File: config.mk
export PLATFORM = sky130hd
export DESIGN_NAME = leaf_user_fifo
export DESIGN_NICKNAME = d
export VERILOG_FILES = /design/src/rtl/leaf_stream_pkg.sv /design/src/rtl/leaf_fifo_ram.sv /design/src/rtl/leaf_user_fifo.sv
export SDC_FILE = /design/constraint.sdc
export NUM_CORES = 1
export LEC_CHECK = 0
export BUFFER_PORTS_ARGS = -buffer_cell sky130_fd_sc_hd__buf_2
export CAP_MARGIN = 20
export CORE_AREA = 5 5 277 307
export CTS_BUF_LIST = sky130_fd_sc_hd__clkbuf_16
export CTS_CLUSTER_DIAMETER = 80
export DETAILED_ROUTE_END_ITERATION = 8
export DIE_AREA = 0 0 282 312
export PLACE_DENSITY = 0.42
export SKIP_LAST_GASP = 1
export SYNTH_ARGS = -nofsm -noshare
export SYNTH_HDL_FRONTEND = slang
export SYNTH_SLANG_ARGS = --single-unit
File: constraint.sdc
create_clock -name clk -period 5.9 [get_ports clk]
set_input_delay 0.59 -clock clk [delete_from_list [all_inputs] [get_ports clk]]
set_output_delay 0.59 -clock clk [all_outputs]
set_load 0.01 [all_outputs]
File: src/rtl/leaf_stream_pkg.sv
// Shared types and helpers for the leaf_interface stream blocks.
// Used by leaf_user_fifo and its storage sub-module.
package leaf_stream_pkg;

  localparam int LEAF_PAYLOAD_BITS = 32;

  typedef logic [LEAF_PAYLOAD_BITS-1:0] payload_t;

  // An occupancy counter must represent 0..2**depth_bits inclusive.
  function automatic int count_width(input int depth_bits);
    return depth_bits + 1;
  endfunction

endpackage

File: src/rtl/leaf_fifo_ram.sv
// Simple dual-port storage for leaf_user_fifo: one synchronous write port
// and one asynchronous read port. Contents are never cleared.
module leaf_fifo_ram
  import leaf_stream_pkg::*;
#(
  parameter int WIDTH     = LEAF_PAYLOAD_BITS,
  parameter int ADDR_BITS = 4
) (
  input  logic                 clk,
  input  logic                 wr_en,
  input  logic [ADDR_BITS-1:0] wr_addr,
  input  logic [WIDTH-1:0]     wr_data,
  input  logic [ADDR_BITS-1:0] rd_addr,
  output logic [WIDTH-1:0]     rd_data
);

  localparam int ENTRIES = 1 << ADDR_BITS;

  logic [WIDTH-1:0] mem [0:ENTRIES-1];

  always_ff @(posedge clk) begin
    if (wr_en) begin
      mem[wr_addr] <= wr_data;
    end
  end

  // The read address comes straight from a register, so dout has no input path.
  assign rd_data = mem[rd_addr];

endmodule

File: src/rtl/leaf_user_fifo.sv
// First-word-fall-through elastic FIFO between a leaf_interface user port and
// an HLS stream port. Define LEAF_USER_FIFO_STATS_EN to add beat/stall counters.
module leaf_user_fifo
  import leaf_stream_pkg::*;
#(
  parameter int PAYLOAD_BITS       = LEAF_PAYLOAD_BITS,
  parameter int DEPTH_BITS         = 4,
  parameter int ALMOST_FULL_THRESH = 12
) (
  input  logic                                clk,
  input  logic                                reset,
  input  logic [PAYLOAD_BITS-1:0]             din,
  input  logic                                vld_in,
  output logic                                ack_out,
  output logic [PAYLOAD_BITS-1:0]             dout,
  output logic                                vld_out,
  input  logic                                ack_in,
  output logic [count_width(DEPTH_BITS)-1:0]  count,
  output logic                                almost_full
`ifdef LEAF_USER_FIFO_STATS_EN
  ,
  output logic [31:0]                         beat_count,
  output logic [31:0]                         stall_count
`endif
);

  localparam int DEPTH = 1 << DEPTH_BITS;
  localparam int CW    = count_width(DEPTH_BITS);

  localparam logic [CW-1:0] DEPTH_C = CW'(DEPTH);
  localparam logic [CW-1:0] AF_C    = CW'(ALMOST_FULL_THRESH);
  localparam logic [CW-1:0] ONE_C   = CW'(1);

  logic [DEPTH_BITS-1:0] wr_ptr;
  logic [DEPTH_BITS-1:0] rd_ptr;
  logic [CW-1:0]         count_q;
  logic [CW-1:0]         count_next;
  logic                  push;
  logic                  pop;

  assign push  = vld_in && ack_out;
  assign pop   = vld_out && ack_in;
  assign count = count_q;

  always_comb begin
    count_next = count_q;
    if (push && !pop) begin
      count_next = count_q + ONE_C;
    end else if (pop && !push) begin
      count_next = count_q - ONE_C;
    end
  end

  // Flags are registered from the next occupancy so they track count exactly
  // while keeping ack_in off any combinational path to ack_out.
  always_ff @(posedge clk) begin
    if (reset) begin
      wr_ptr      <= '0;
      rd_ptr      <= '0;
      count_q     <= '0;
      ack_out     <= 1'b1;
      vld_out     <= 1'b0;
      almost_full <= 1'b0;
    end else begin
      if (push) begin
        wr_ptr <= wr_ptr + DEPTH_BITS'(1);
      end
      if (pop) begin
        rd_ptr <= rd_ptr + DEPTH_BITS'(1);
      end
      count_q     <= count_next;
      ack_out     <= (count_next != DEPTH_C);
      vld_out     <= (count_next != '0);
      almost_full <= (count_next >= AF_C);
    end
  end

  leaf_fifo_ram #(
    .WIDTH     (PAYLOAD_BITS),
    .ADDR_BITS (DEPTH_BITS)
  ) u_ram (
    .clk     (clk),
    .wr_en   (push && !reset),
    .wr_addr (wr_ptr),
    .wr_data (din),
    .rd_addr (rd_ptr),
    .rd_data (dout)
  );

`ifdef LEAF_USER_FIFO_STATS_EN
  // beat_count wraps naturally; stall_count pins at all-ones.
  always_ff @(posedge clk) begin
    if (reset) begin
      beat_count  <= '0;
      stall_count <= '0;
    end else begin
      if (pop) begin
        beat_count <= beat_count + 32'd1;
      end
      if (vld_in && !ack_out && (stall_count != 32'hFFFF_FFFF)) begin
        stall_count <= stall_count + 32'd1;
      end
    end
  end
`endif

endmodule

==> metrics.txt, run 1 <==
status=finished clean; switching fraction of total power=22.4%; initial antenna violation count=6; total CTS buffers=57; Tcrit/Tclk final=67.0%; final wirelength=48.4 mm; sequential area share after synthesis=78.2%; Setup TNS Final=0 ns; critical path required time=5.31 ns; top area cells in the synthesized netlist=edfxtp_1 76%, mux4_2 17%, dfxtp_1 2.0%; WL/cell=23.5 um; minimum clock period after layout=3.95 ns; Min-Delay Startpoint=din[9]; largest net degree at the start of global routing=80; dpl hpwl=25.4 mm; CTS clk-pin slew, worst paths=0.06 ns; Std-Cell Rows=110; vias per cell=4.32; Clk Latency, worst-skew pair=0.59 ns; clock share of power=40.7%; Worst Hold End=u_ram.mem[11][9]; Post-Syn Instances=828; DIE HEIGHT=312 um; Port Buf Inserts=75; Max Slew Vio Count=0; Worst Hold Depth=1; min-delay worst type=in2reg; synth warn=0; first-pass detailed-route iteration total=4; total power=8.54 mW; Avg Inst Size Synth=24.4 um^2; Detail Route Antenna Nets=0; Critical Path End Type=primary output; register-to-register setup slack=3.06 ns; CP max stage cell=dfxtp_4; Reg power frac=50.0%; Post-Syn Area=0.0202 mm^2; reg2reg start=ack_out; Worst Max-Slew Pin Slew=1.14 ns; Crit path top cell by count=mux4_2; leading area contributor after synthesis=edfxtp_1; CP bufs+invs=2; CP startpoint kind=register; max-cap violation count=0; CP cell instances=buf_4 > mux4_2 > mux4_2 > buf_2; proportion of layout cells with a drive suffix above 1=35.9%; Power Density=358 mW/mm^2; fmax=253 MHz; leakage power=7.22 nW; hold-fix buffers at CTS=0; Max H-tree Level=2; Initial Utilization=24.8%; critical path arrival=3.36 ns; root buf cell=clkbuf_16; number of global-route vias before repair=9681; Seq cells post-synth=532; Post-CTS Resized=0; critical path type=reg2out; Comb pwr share=9.4%; GR Overflow Total=0; CP max stage delay=0.91 ns; Post-CTS Setup Inserts=0; Final #Nets=991; die width=282 um; io pins=76; r2r endpoint=u_ram.mem[15][12]; peak supply drop=0.212 mV; Register-to-Register Path Depth=4; area delta synth->final=18.3%; TritonCTS clock tree=built; # DRC=0; syn_nets=871; Psw=1.92 mW; Layout Skew=0.0194 ns; most frequent cells in the layout=512 x edfxtp_1, 155 x mux4_2, 75 x buf_2, 59 x clkbuf_16, 20 x buf_4; DRT iter0 DRCs=428; Yosys top cell area share=76.2%; final setup vio count=0; commonest non-fill, non-tap cell in the layout=edfxtp_1; first-pass GRT wire length=70.0 mm; Longest Clk Path Bufs=3; gpl congestion=0.671; Cell Int Power=6.63 mW; core area=0.0813 mm^2; die area=0.0880 mm^2; RSZ-0062 raised after global routing=false; worst rel slew slack=24.0%; Yosys cell types=36; CP top delay family=multiplexers; crit-path max FO=41; final hold vios=0; vias=8896; GRT Util Overall=10.9%; clock sinks=532
-- worst max path at each step --
stage | startpoint | end | cells after the start
after floorplan | vld_in | u_ram.mem[15][0] | 4
after global placement | register | dout[1] | 4
after detailed placement | register | dout[1] | 4
after CTS | register | dout[1] | 4
after global routing | register | dout[1] | 4
final | register | dout[1] | 4
-- layer usage --
layer / part of all wire (%) / global-route usage (%)
met1: 45 / 14.9
met2: 49 / 17.8
met3: 3.9 / 2.31
met4: 2.0 / 2.55
met5: 0.056 / 0
-- area by class of cell --
type                    instances  area, um^2
fillers                      7857       57500
flip-flops and latches        532       15800
multi-input cells             252        4280
clock buffers                  59        1480
well taps                    1064        1330
repair buffers                100         633
clock inverters                45         344
inverters                       5        18.8
diodes                          3        7.51
-- power by group through the flow --
stage / Combinational (mW) / Clock, mW / Sequential [mW]
2_1_floorplan: 0.603 / 0 / 4.30
3_3_place_gp: 0.821 / 0 / 4.35
3_5_place_dp: 0.824 / 0 / 4.35
4_1_cts: 0.826 / 3.60 / 4.28
5_1_grt: 0.871 / 3.74 / 4.28
6_report: 0.801 / 3.47 / 4.27
-- cell families after synthesis --
logic type	share of synthesized area, %
AOI/OAI and AO/OA	0.372
xor gates and xnor gates	0.434
adders and majority gates	0.434
buffers and inverters	1.22
DFF	78.2
muxes	18.0
and+or+nand+nor	1.34
-- state kept, by name, summed over array words and instances, names as in the netlist, named ones only --
name / count
u_ram.mem: 512
almost_full: 1
wr_ptr: 4
rd_ptr: 4
ack_out: 1
vld_out: 1
count: 5
-- metrics by stage --
| stage | hold WS (ns) | instance area (um^2) | instances | setup WS [ns] | util [%] |
|---|---|---|---|---|---|
| final | 0.366 | 23900 | 2060 | 1.95 | 29.4 |
| after global routing | 0.344 | 23900 | 2057 | 1.69 | 29.4 |
| after CTS | 0.321 | 23800 | 2055 | 1.81 | 29.3 |
| after detailed placement | 0.503 | 22000 | 1951 | 2.47 | 27.1 |
| after global placement | 0.502 | 22000 | 1950 | 2.45 | 27.0 |
| after floorplan | 0.468 | 20200 | 828 | 3.09 | - |
-- synth_stat cells --
cell type	count
a211oi_1	1
a21boi_0	1
a21oi_1	2
a311oi_1	1
a31oi_1	1
a41oi_1	1
and2_1	2
and3_1	2
buf_1	3
buf_2	10
buf_4	10
buf_6	4
clkbuf_1	11
clkbuf_2	1
dfxtp_1	20
edfxtp_1	512
ha_1	7
inv_1	5
mux2i_1	2
mux4_1	5
mux4_2	155
nand2_1	14
nand3_1	3
nand3b_1	1
nand4_1	2
nor2_1	32
nor2b_1	1
nor3_1	2
nor4_1	1
nor4b_1	1
o21ai_0	2
o31a_1	1
o31ai_1	1
or3_1	1
xnor2_1	4
xor2_1	6
-- worst reg2reg max path, stage by stage, from the launching register on --
cell,delay (ns)
dfxtp_1,0.39
and2_1,0.36
nand2_1,0.36
nor2_4,0.97
buf_4,0.42
Note: power is estimated with default switching activity, not from simulation.
==> run 2: changes to the inputs <==
Settings changed: PLACE_DENSITY 0.42 to 0.43.
Clock period 5.9 ns to 3.45 ns, I/O delays scaled along.
==> metrics.txt, run 2 (same netlist as run 1, synthesis figures left out) <==
reg2reg start=ack_out; root buf cell=clkbuf_16; vias=9014; core area=0.0813 mm^2; Setup TNS Final=0 ns; vias per cell=4.36; Layout Skew=0.0254 ns; Worst Hold Depth=1; met3 routed wirelength=2.01 mm; Clk Latency, worst-skew pair=0.60 ns; io pins=76; Port Buf Inserts=75; Post-CTS Setup Inserts=0; leakage power=7.27 nW; minimum clock period after layout=3.27 ns; gpl congestion=0.698; Worst Max-Slew Pin Slew=0.821 ns; max-cap violation count=0; Std-Cell Rows=110; TritonCTS clock tree=built; Hold Slack=0.114 ns; initial antenna violation count=8; commonest non-fill, non-tap cell in the layout=edfxtp_1; final hold vios=0; number of global-route vias before repair=9913; Top Layer Used=met5; hold-fix buffers at CTS=0; Max Slew Vio Count=0; Detail Route Antenna Nets=0; dpl hpwl=27.6 mm; register-to-register setup slack=0.98 ns; Register-to-Register Path Depth=4; final setup vio count=0; Power Density=593 mW/mm^2; GR Overflow Total=0; Post-CTS Resized=0; fmax=306 MHz; die area=0.0880 mm^2; DIE HEIGHT=312 um; Final #Nets=1009; most frequent cells in the layout=512 x edfxtp_1, 155 x mux4_2, 75 x buf_2, 55 x clkbuf_16, 32 x buf_4; Critical Path End Type=primary output; critical path type=reg2out; worst rel slew slack=45.3%; final wirelength=50.2 mm; clock sinks=532; Tcrit/Tclk final=94.8%; Initial Utilization=24.8%; area delta synth->final=18.6%; routed wl met2=24.6 mm; first-pass detailed-route iteration total=4; Longest Clk Path Bufs=3; min-delay worst type=in2reg; # DRC=0; peak supply drop=0.359 mV; total CTS buffers=55; status=finished clean; crit-path max FO=28; max FFs per register=512; largest reg by FF count=u_ram.mem; r2r endpoint=u_ram.mem[6][29]; proportion of layout cells with a drive suffix above 1=36.4%; wl on met1=22.6 mm; Max H-tree Level=2; CTS clk-pin slew, worst paths=0.06 ns; Min-Delay Startpoint=din[8]; CP startpoint kind=register; GRT Util Overall=11.4%; WL/cell=24.3 um; RSZ-0062 raised after global routing=false; largest net degree at the start of global routing=38; Worst Hold End=u_ram.mem[7][8]; die width=282 um; critical path arrival=2.92 ns; first-pass GRT wire length=72.7 mm; critical path required time=3.11 ns; DRT iter0 DRCs=623
run 2: worst max path at each step:
stage	start	endpoint	slack, ns	cells past startpoint
after floorplan	ack_out	u_ram.mem[15][0]	0.81	4
after detailed placement	register	dout[30]	0.74	4
after CTS	register	dout[30]	0.07	4
after global placement	register	dout[12]	0.75	4
after global routing	register	dout[26]	0.06	4
final	register	dout[26]	0.18	4
run 2: power by group:
part | internal [mW] | total (mW) | switching (mW)
Clock | 3.03 | 5.46 | 2.43
Combinational | 0.751 | 1.46 | 0.711
Sequential | 7.16 | 7.27 | 0.103
run 2: critical path: stages (launching register included):
cell	delay, ns
dfxtp_4	0.69
buf_12	0.32
mux4_2	0.54
mux4_2	0.55
buf_2	0.17
run 2: layout make-up:
class	instances	area [um^2]
antenna	3	7.51
clock buffer	55	1380
clock inverter	36	256
fill	7856	57400
inverter	5	18.8
multi-input combinational	252	4280
sequential	532	15800
tap	1064	1330
timing repair buffer	120	876
run 2: metal layers:
| layer | up-vias | track usage, % |
|---|---|---|
| met1 | 4961 | 15.8 |
| li1 | 3825 | - |
| met4 | 4 | 2.59 |
| met2 | 148 | 18.6 |
| met3 | 76 | 2.11 |
| met5 | - | 0 |
run 2: stage by stage:
stage / area [um^2] / worst slack (ns) / util [%] / total power, mW / instances
after floorplan: 20200 / 0.806 / - / 8.38 / 828
after global placement: 22300 / 0.749 / 27.4 / 8.90 / 1973
after detailed placement: 22300 / 0.739 / 27.4 / 8.92 / 1973
final: 23900 / 0.181 / 29.4 / 14.2 / 2067
after CTS: 23900 / 0.0688 / 29.4 / 14.4 / 2064
after global routing: 23900 / 0.0640 / 29.4 / 14.8 / 2064
